$ cat src/rtl/reg_dump_pkg.sv
// rtl/reg_dump_pkg.sv - shared state encoding and index constants for reg_dump
package reg_dump_pkg;

    typedef enum logic [1:0] {
        ST_IDLE = 2'd0,
        ST_ADDR = 2'd1,
        ST_HOLD = 2'd2,
        ST_DONE = 2'd3
    } dump_state_t;

    localparam int DEF_ADDR_W = 5;

    // Index of the final entry of a scan over 2^addr_w registers.
    function automatic int last_index(input int addr_w);
        return (1 << addr_w) - 1;
    endfunction

    localparam int DONE_IDX = last_index(DEF_ADDR_W);

endpackage

$ cat src/rtl/reg_dump.sv
// rtl/reg_dump.sv - walks a register file read port and streams every entry out with its index
module reg_dump
    import reg_dump_pkg::*;
#(
    parameter int DATA_W = 32,
    parameter int ADDR_W = 5
) (
    input  logic              clk,
    input  logic              rst,
    input  logic              start,
    input  logic              abort,
    output logic [ADDR_W-1:0] rd_addr,
    input  logic [DATA_W-1:0] rd_data,
    output logic              out_valid,
    input  logic              out_ready,
    output logic [DATA_W-1:0] out_data,
    output logic [ADDR_W-1:0] out_idx,
    output logic              busy,
    output logic              done
);

    localparam logic [ADDR_W-1:0] LAST_IDX = ADDR_W'(last_index(ADDR_W));

    dump_state_t       state;
    dump_state_t       state_nxt;
    logic [ADDR_W-1:0] cnt;
    logic              accept;

    assign accept = (state == ST_HOLD) && out_ready;

    always_ff @(posedge clk) begin
        if (rst) begin
            state <= ST_IDLE;
        end else begin
            state <= state_nxt;
        end
    end

    // Abort wins over everything, including an acceptance in the same cycle.
    always_comb begin
        state_nxt = state;
        case (state)
            ST_IDLE: if (start && !abort) state_nxt = ST_ADDR;
            ST_ADDR: state_nxt = abort ? ST_IDLE : ST_HOLD;
            ST_HOLD: begin
                if (abort) begin
                    state_nxt = ST_IDLE;
                end else if (accept) begin
                    state_nxt = (cnt == LAST_IDX) ? ST_DONE : ST_ADDR;
                end
            end
            ST_DONE: state_nxt = ST_IDLE;
            default: state_nxt = ST_IDLE;
        endcase
    end

    always_ff @(posedge clk) begin
        if (rst) begin
            cnt      <= '0;
            out_data <= '0;
            out_idx  <= '0;
        end else if (!abort) begin
            case (state)
                ST_IDLE: if (start) cnt <= '0;
                ST_ADDR: begin
                    out_data <= rd_data;
                    out_idx  <= cnt;
                end
                ST_HOLD: if (accept && cnt != LAST_IDX) cnt <= cnt + 1'b1;
                default: ;
            endcase
        end
    end

    assign rd_addr   = cnt;
    assign out_valid = (state == ST_HOLD);
    assign busy      = (state != ST_IDLE);
    assign done      = (state == ST_DONE);

endmodule

$ cat config.mk
export PLATFORM = sky130hd
export DESIGN_NAME = reg_dump
export DESIGN_NICKNAME = d
export VERILOG_FILES = /design/src/rtl/reg_dump_pkg.sv /design/src/rtl/reg_dump.sv
export SDC_FILE = /design/constraint.sdc
export NUM_CORES = 1
export LEC_CHECK = 0
export BUFFER_PORTS_ARGS = -buffer_cell sky130_fd_sc_hd__buf_4
export CORE_ASPECT_RATIO = 1.2
export CORE_MARGIN = 1
export CORE_UTILIZATION = 41
export DETAILED_ROUTE_END_ITERATION = 7
export PLACE_DENSITY_LB_ADDON = 0.1
export SYNTH_ARGS = -nofsm -noshare
export SYNTH_HDL_FRONTEND = slang
export SYNTH_SLANG_ARGS = --single-unit
$ cat constraint.sdc
create_clock -name clk -period 1.49 [get_ports clk]
set_input_delay 0.447 -clock clk [delete_from_list [all_inputs] [get_ports clk]]
set_output_delay 0.447 -clock clk [all_outputs]
set_load 0.05 [all_outputs]
Word level (Yosys, flattened, before mapping)

Cells that the tools add are included.

Flip-flop bits (word level): 44
Input port bits: 37
Output and inout port bits: 45
Logic and storage cells: 34

Add/sub/neg operators: 1
Equality and inequality tests: 9
Multiplexer cells: 9
Bitwise logic cells: 1
Reduce and logical (&&, ||, !) cells: 10

Operators with widths:

| operator                                                                | number |
|---|---|
| 2-bit two-way mux                                                       | 5 |
| 5-bit two-way mux                                                       | 2 |
| 5-bit one-hot mux with 2 select lines                                   | 1 |
| 2-bit one-hot mux with 4 select lines                                   | 1 |
| 5-bit by 1-bit adder with 5-bit output, second input constant           | 1 |
| 5-bit equality test, second input constant                              | 1 |
| 5-bit inequality test, second input constant                            | 1 |
| 2-bit equality test, second input constant                              | 2 |
| 2-bit inequality test, second input constant                            | 2 |
| 2-bit AND reduction                                                     | 2 |
| 4-bit AND reduction                                                     | 1 |
| 2-bit nonzero test                                                      | 2 |
| 1-bit logical AND                                                       | 3 |
| 3-bit by 2-bit inequality test with 1-bit output, second input constant | 1 |
| 2-bit by 1-bit equality test with 1-bit output, second input constant   | 1 |
| 2-bit logical NOT                                                       | 1 |
| 2-bit by 1-bit inequality test with 1-bit output, second input constant | 1 |
| 1-bit logical NOT                                                       | 1 |
| 1-bit NOT                                                               | 1 |

Logic depth before layout (Yosys ltp)

Gate-level depths: netlist (run 1).

Word-level depth: 5
Mapped depth: 6
Mapped depth without buffers: 6

Worst setup path before layout (run 1)

OpenSTA, ideal clock, no wires.

Kind: flip-flop to flip-flop
From: reg cnt[0], in the netlist rd_addr[0]
To: reg cnt[2], in the netlist rd_addr[2]
Setup time: 0.093 ns
Arrival: 1.807 ns
Required time: 1.397 ns
Setup slack: -0.410 ns
Stages on the path, launching flop included: 7
Buffers on the path: 0
Period minus slack after synthesis: 1.900 ns
Cell sequence: dfxtp_1 -> ha_1 -> and3_1 -> ha_1 -> nor4b_1 -> nand2_1 -> o32ai_1

Word-level cells in the longest chain between the ends: 4
Elaborated cells on any way between the ends: 7
Those cells by class: add/sub: 1; eq/ne: 2; mux: 2; reduce/logical: 2

RTL lines:

| what                                                                                           | RTL line       | text |
|---|---|---|
| from (decl)                                                                                    | reg_dump.sv:26 | `logic [ADDR_W-1:0] cnt;` |
| from (signal assigned)                                                                         | reg_dump.sv:69 | `ST_HOLD: if (accept && cnt != LAST_IDX) cnt <= cnt + 1'b1;` |
| parallel branches: the longest is 4 deep, another holds 5-bit by 1-bit adder with 5-bit output | -              |  |

Several ways; the timed one is not identified. The select of a mux whose other input is x is not followed.
A chain may end at the register's enable or synchronous reset.

Worst setup path after layout (run 1)

From: reg cnt[0], in the netlist rd_addr[0]
To: reg cnt[1], in the netlist rd_addr[1]

The elaborated chain is that of the path after synthesis.

==> results of run 1 <==
==> area by class of cell <==
cell class	instances	area (um2)	area share
well taps	54	67.6	0.0262
multi-input cells	147	791	0.307
flip-flops and latches	44	896	0.347
clock inverters	1	5.00	0.00194
inverters	2	7.51	0.00291
repair buffers	92	739	0.287
clock buffers	6	72.6	0.0281
==> repair_timing <==
| item | CTS | global route |
|---|---|---|
| endpoints found under the setup margin | 8 | 8 |
| hold buffers | 0 | 0 |
| hold endpoints to repair | 0 | 0 |
| pin swaps | 3 | 3 |
| resized for setup | 8 | 1 |
| buffers inserted | 1 | 0 |
==> metrics by stage <==
step	instance area, um2	std cells
after floorplan	1800	207
after global placement	2470	338
after detailed placement	2470	338
after CTS	2570	346
after global routing	2580	346
final	2580	346
==> worst max-delay path by stage <==
stage / end / slack, ns / cells after the start
after CTS: rd_addr[1]$_SDFFE_PP0P_ / -0.09 / 6
after detailed placement: rd_addr[1]$_SDFFE_PP0P_ / -0.09 / 6
after floorplan: rd_addr[1]$_SDFFE_PP0P_ / -0.08 / 6
after global routing: rd_addr[4]$_SDFFE_PP0P_ / -0.17 / 6
final: rd_addr[1]$_SDFFE_PP0P_ / -0.08 / 6
after global placement: rd_addr[1]$_SDFFE_PP0P_ / -0.06 / 6
==> placed cells by master (no fill, tap or decap), types with 2 or more instances in the layout <==
cell / count
dfxtp_4: 3
clkbuf_8: 5
a21oi_1: 38
nand2_1: 75
dfxtp_2: 3
buf_4: 87
buf_12: 3
inv_1: 2
dfxtp_1: 38
nand3b_1: 3
mux2i_1: 2
nand2b_1: 6
ha_4: 2
==> flip-flops by register name (all words and copies together), names as in the netlist <==
signal    cells
out_data     32
out_idx       5
rd_addr       5
state         2
==> power groups by stage <==
stage	clock network [mW]	logic (mW)	registers (mW)
floorplan	0	0.0937	1.29
global placement	0	0.279	1.23
detailed placement	0	0.280	1.23
CTS	0.720	0.287	1.20
global route	0.769	0.303	1.20
finish	0.682	0.283	1.20
==> cell families after synthesis <==
family,after synthesis,share of synthesized area
AO/OA/AOI/OAI,45,0.140
AND/OR/NAND/NOR,98,0.255
multiplexers,2,0.0115
buffers and inverters,16,0.0759
adder cells (fa/ha/maj),2,0.0143
flip-flops,44,0.504
==> layer usage <==
| layer | vias to the layer above | GRT usage | wire length (um) |
|---|---|---|---|
| li1 | 852 | - | - |
| met1 | 746 | 0.205 | 1750 |
| met2 | 46 | 0.318 | 1940 |
| met3 | 4 | 0.0563 | 235 |
| met4 | 0 | 0.0494 | 33 |
| met5 | - | 0 | 0 |
==> critical path, stage by stage (launching register included) <==
cell and delay [ns]:
dfxtp_4 0.35, ha_4 0.15, and3_4 0.15, ha_4 0.16, nand3b_1 0.23, a21oi_2 0.25, mux2i_1 0.20
==> flow_summary_export.csv, run 1 <==
group,metric,value,unit
status,violations,"negative setup slack",
sta,fin_crit_sh,1.05,
power_and_ir_drop,comb_power_share,0.131,
sta,hold_violations,0,
sta,worst_slack,-0.0785,ns
global_route,grt_pass1_wl,6240,um
sta,min_period,1.57,ns
floorplan,start_util,0.437,
status,outcome,"complete, but fails checks",
finish,finish.utilization,0.644,
yosys,ys_seq_area_frac,0.504,
placed_design,place.gp.congestion,0.775,
sta,fmax,638,MHz
sta,setup_viol,5,
floorplan,fp-row-count,25,
min_path,worstHoldEndpoint,"state[1]$_SDFFE_PP0P_",
clock_network,cts_root_buf,"clkbuf_8",
floorplan,die_x,61.6,um
drt,drc,0,
power_and_ir_drop,power_frac_clock,0.315,
floorplan,io_pins,82,
sta,slew_headroom,0.768,
clock_network,cts-buffers-inserted,5,
clock_network,clock_path_buffers,2,
finish,antenna_cells,0,
setup_path,worst-setup-path-type,"flip-flop to flip-flop",
setup_path,worst_r2r_endpoint,"rd_addr[1]$_SDFFE_PP0P_",
power_and_ir_drop,switchingPower,0.528,mW
global_route,grt.overflow.total,0,
yosys,synth-edff-count,0,
power_and_ir_drop,peakVddDrop,476,uV
sta,skew,0.00238,ns
yosys,yosys-top-cells-count,"75 x nand2_1, 44 x dfxtp_1, 39 x a21oi_1",
clock_network,path_clk_slew,0.08,ns
setup_path,critPathLaunchType,"flip-flop",
global_route,grt_start_max_net_pins,47,
finish,nFillCells,373,
setup_path,critPathLaunch,"rd_addr[0]$_SDFFE_PP0P_",
power_and_ir_drop,p_int,1.64,mW
drt,wl_per_cell,11.4,um
finish,syn_to_final_growth,47.5,%
sta,rsz0062_at_grt,"true",
min_path,hold_depth,2,
drt,ant_nets,0,
yosys,synth_fp_nets,246,
setup_path,required,1.70,ns
min_path,min_from,"abort",
sta,tns,-0.236,ns
drt,dr.pass1.iters,4,
power_and_ir_drop,leakagePower,1.07,nW
clock_network,cts_tree,"built",
power_and_ir_drop,p_per_area,840,mW/mm2
setup_path,r2r_cells,6,
yosys,ys_dominant_reg_cell,"dfxtp_1",
setup_path,critPathMaxFanout,3,
floorplan,die_h,73.5,um
yosys,netlist_top_cells_area,"dfxtp_1 50%, nand2_1 16%, a21oi_1 11%",
yosys,ys_async_sr_fraction,0,
finish,fin_nets,331,
global_route,grt_usage,0.180,
placed_design,dp_hpwl,2690,um
placed_design,port-buffer-count,81,
setup_path,critPathCaptureType,"flip-flop",
floorplan,die_area,0.00453,mm2
yosys,yosysUniqueCellTypes,29,
yosys,synth.most_common_cell,"nand2_1",
clock_network,cts_sinks,44,
power_and_ir_drop,swShare,0.244,
drt,via_count,1648,
yosys,synth-seq-cells,44,
setup_path,timing.rr.start,"rd_addr[0]$_SDFFE_PP0P_",
drt,drtIter0Drc,114,
finish,final_layout_size_suffix_gt1_frac,0.394,
yosys,syn_area,0.00175,mm2
yosys,netlist_instances,207,
power_and_ir_drop,p_seq_frac,0.554,
floorplan,coreArea,0.00400,mm2
setup_path,arrival,1.78,ns
drt,vias_per_cell,4.76,
yosys,syn_area_per_cell,8.44,um2
yosys,yosysTopAreaCell,"dfxtp_1",
job,cap_violations,0,
yosys,yosys_warnings,0,
clock_network,htreeDepth,2,
global_route,grt_pass1_vias,1447,
setup_path,r2r_setup_slack,-0.08,ns
clock_network,clock_latency,0.28,ns
min_path,hp-class,"input port to flip-flop",
global_route,antenna_found_initial,0,
yosys,yosysTopAreaCellShare,0.504,
sta,max_slew.worst_pin.slew,0.340,ns
sta,slew_violations,0,
power_and_ir_drop,report.power.total,2.17,mW
sta,timing.hold.ws,0.390,ns
placed_design,pre_cts_ws,-0.0926,ns
drt,routed_wl,3960,um
Power figures use the tool's default switching activity.
==> run 2: changes to the inputs <==
- PLACE_DENSITY: default -> 0.85
- PLACE_DENSITY_LB_ADDON: 0.1 -> default
- RECOVER_POWER: default -> 50
==> run 2 against run 1 <==
Effect of this change:
- the flow still finishes with violations (negative setup slack)
- non-clock buffer count fell by 1
- core utilization rose by 0.16 points
- die area did not move
- via count rose by 1.3%
- sequential share of layout area fell by 0.084 points
- routed wire length rose by 2.6%
- sequential cell count did not move
- total power rose by 3.2%
- fmax fell by 3.3%
- worst setup slack got worse by 0.054 ns
- critical endpoint is now rd_addr[4]$_SDFFE_PP0P_
==> flow_summary_export.csv, run 2 (synthesis results as in run 1) <==
group,metric,value,unit
global_route,grt.overflow.total,0,
setup_path,r2r_setup_slack,-0.13,ns
global_route,grt_start_max_net_pins,38,
drt,routed_wl,4060,um
clock_network,hold_buffers,0,
sta,skew,0.00342,ns
status,outcome,"complete, but fails checks",
power_and_ir_drop,swShare,0.241,
min_path,hold_depth,2,
setup_path,required,1.71,ns
floorplan,io_pins,82,
drt,via_count,1670,
global_route,antenna_found_initial,0,
setup_path,worst-setup-path-type,"flip-flop to flip-flop",
power_and_ir_drop,switchingPower,0.539,mW
clock_network,clock_path_buffers,2,
floorplan,start_util,0.437,
clock_network,cts_sinks,44,
status,violations,"negative setup slack",
drt,ant_nets,0,
finish,antenna_cells,0,
power_and_ir_drop,power_frac_clock,0.335,
clock_network,cts_tree,"built",
setup_path,cpMostUsedCell,"ha_4",
setup_path,critPathCaptureType,"flip-flop",
floorplan,die_h,73.5,um
power_and_ir_drop,p_seq_frac,0.537,
placed_design,place.gp.congestion,0.855,
setup_path,critPathLaunch,"rd_addr[1]$_SDFFE_PP0P_",
setup_path,arrival,1.84,ns
drt,vias_per_cell,4.83,
placed_design,pre_cts_ws,-0.107,ns
global_route,grt_usage,0.183,
placed_design,dp_hpwl,2810,um
floorplan,coreArea,0.00400,mm2
sta,hold_violations,0,
sta,worst_slack,-0.133,ns
clock_network,cts-buffers-inserted,5,
finish,layout_common_cells,"86 x buf_4, 75 x nand2_1, 38 x a21oi_1, 38 x dfxtp_1",
setup_path,timing.rr.start,"rd_addr[1]$_SDFFE_PP0P_",
setup_path,critPathMaxFanout,3,
clock_network,path_clk_slew,0.08,ns
min_path,hp-class,"input port to flip-flop",
finish,largest_reg_flops,32,
power_and_ir_drop,comb_power_share,0.128,
drt,wl_per_cell,11.7,um
sta,rsz0062_at_grt,"true",
power_and_ir_drop,p_per_area,865,mW/mm2
sta,fin_crit_sh,1.09,
power_and_ir_drop,peakVddDrop,540,uV
job,cap_violations,0,
setup_path,critPathCapture,"rd_addr[4]$_SDFFE_PP0P_",
drt,drtIter0Drc,84,
setup_path,cp_cell_sequence,"ha_4 -> and3_4 -> ha_4 -> nand3b_1 -> a21oi_4 -> mux2i_1",
global_route,grt_pass1_wl,6090,um
setup_path,r2r_cells,6,
sta,slew_headroom,0.718,
clock_network,clock_latency,0.29,ns
finish,syn_to_final_growth,47.9,%
setup_path,critPathSlowestCell,"dfxtp_4",
setup_path,critPathLaunchType,"flip-flop",
power_and_ir_drop,leakagePower,1.06,nW
finish,regMostFlops,"out_data",
sta,timing.hold.ws,0.380,ns
sta,fmax,616,MHz
sta,tns,-0.572,ns
drt,dr.pass1.iters,4,
sta,min_period,1.62,ns
finish,fin_nets,330,
clock_network,htreeDepth,2,
sta,setup_viol,6,
finish,final_layout_size_suffix_gt1_frac,0.394,
sta,max_slew.worst_pin.slew,0.422,ns
finish,layout_commonest_cell,"buf_4",
setup_path,max_stage_delay,0.36,ns
power_and_ir_drop,p_int,1.70,mW
floorplan,die_x,61.6,um
floorplan,fp-row-count,25,
sta,slew_violations,0,
global_route,grt_pass1_vias,1427,
clock_network,cts_root_buf,"clkbuf_8",
floorplan,die_area,0.00453,mm2
setup_path,worst_r2r_endpoint,"rd_addr[4]$_SDFFE_PP0P_",
drt,drc,0,
placed_design,port-buffer-count,81,
run 2: cell types whose count changed in the layout (fill, tap and decap cells not counted), sizes merged:
cell / previous run / this run
buf: 92 / 90
clkbuf: 6 / 9
clkinv: 1 / 0
run 2: worst max-delay path: cells and delay by family (launching register included):
| family | cells | cell delay, ns |
|---|---|---|
| compound gates | 1 | 0.24 |
| fa+ha+maj | 2 | 0.31 |
| simple gates | 2 | 0.44 |
| flops | 1 | 0.36 |
| mux | 1 | 0.20 |
run 2: cell type report:
cell class                 count  area, um2
timing repair buffer          91        719
multi-input combinational    147        805
clock buffer                   8       90.1
fill                         399       1420
tap                           54       67.6
inverter                       2       7.51
sequential                    44        896
run 2: how the worst min path moves through the flow:
| stage | startpoint | end | slack, ns |
|---|---|---|---|
| floorplan | state[0]$_SDFFE_PP0P_ | state[0]$_SDFFE_PP0P_ | 0.50 |
| global placement | out_data[19]$_SDFFE_PP0P_ | out_data[19]$_SDFFE_PP0P_ | 0.44 |
| detailed placement | out_data[30]$_SDFFE_PP0P_ | out_data[30]$_SDFFE_PP0P_ | 0.45 |
| CTS | abort | state[1]$_SDFFE_PP0P_ | 0.37 |
| global route | abort | state[1]$_SDFFE_PP0P_ | 0.38 |
| finish | abort | state[1]$_SDFFE_PP0P_ | 0.38 |
run 2: repair_timing:
| action | in CTS | in global routing |
|---|---|---|
| resized for setup | 10 | 1 |
| pin swaps | 1 | 0 |
| setup buffers | 1 | 1 |
| setup endpoints to repair | 8 | 7 |
run 2: layer usage:
| metal | GRT usage | vias to the layer above | share of wire |
|---|---|---|---|
| met5 | 0 | - | 0 |
| met4 | 0.0840 | 0 | 0.026 |
| met3 | 0.0493 | 11 | 0.069 |
| met2 | 0.317 | 53 | 0.50 |
| met1 | 0.202 | 755 | 0.40 |
| li1 | - | 851 | - |
run 2: through the flow:
| stage | instance area, um2 | instances | util | power, mW |
|---|---|---|---|---|
| 6_report | 2580 | 346 | 0.646 | 2.24 |
| 5_1_grt | 2580 | 346 | 0.646 | 2.34 |
| 4_1_cts | 2580 | 345 | 0.645 | 2.27 |
| 3_5_place_dp | 2440 | 336 | 0.609 | 1.51 |
| 3_3_place_gp | 2440 | 336 | 0.609 | 1.50 |
| 2_1_floorplan | 1800 | 207 | - | 1.38 |
run 2: power by group through the flow:
stage	clock, mW	sequential (mW)	combinational [mW]
floorplan	0	1.29	0.0937
global placement	0	1.23	0.273
detailed placement	0	1.23	0.275
CTS	0.778	1.20	0.289
global route	0.828	1.20	0.306
finish	0.749	1.20	0.286
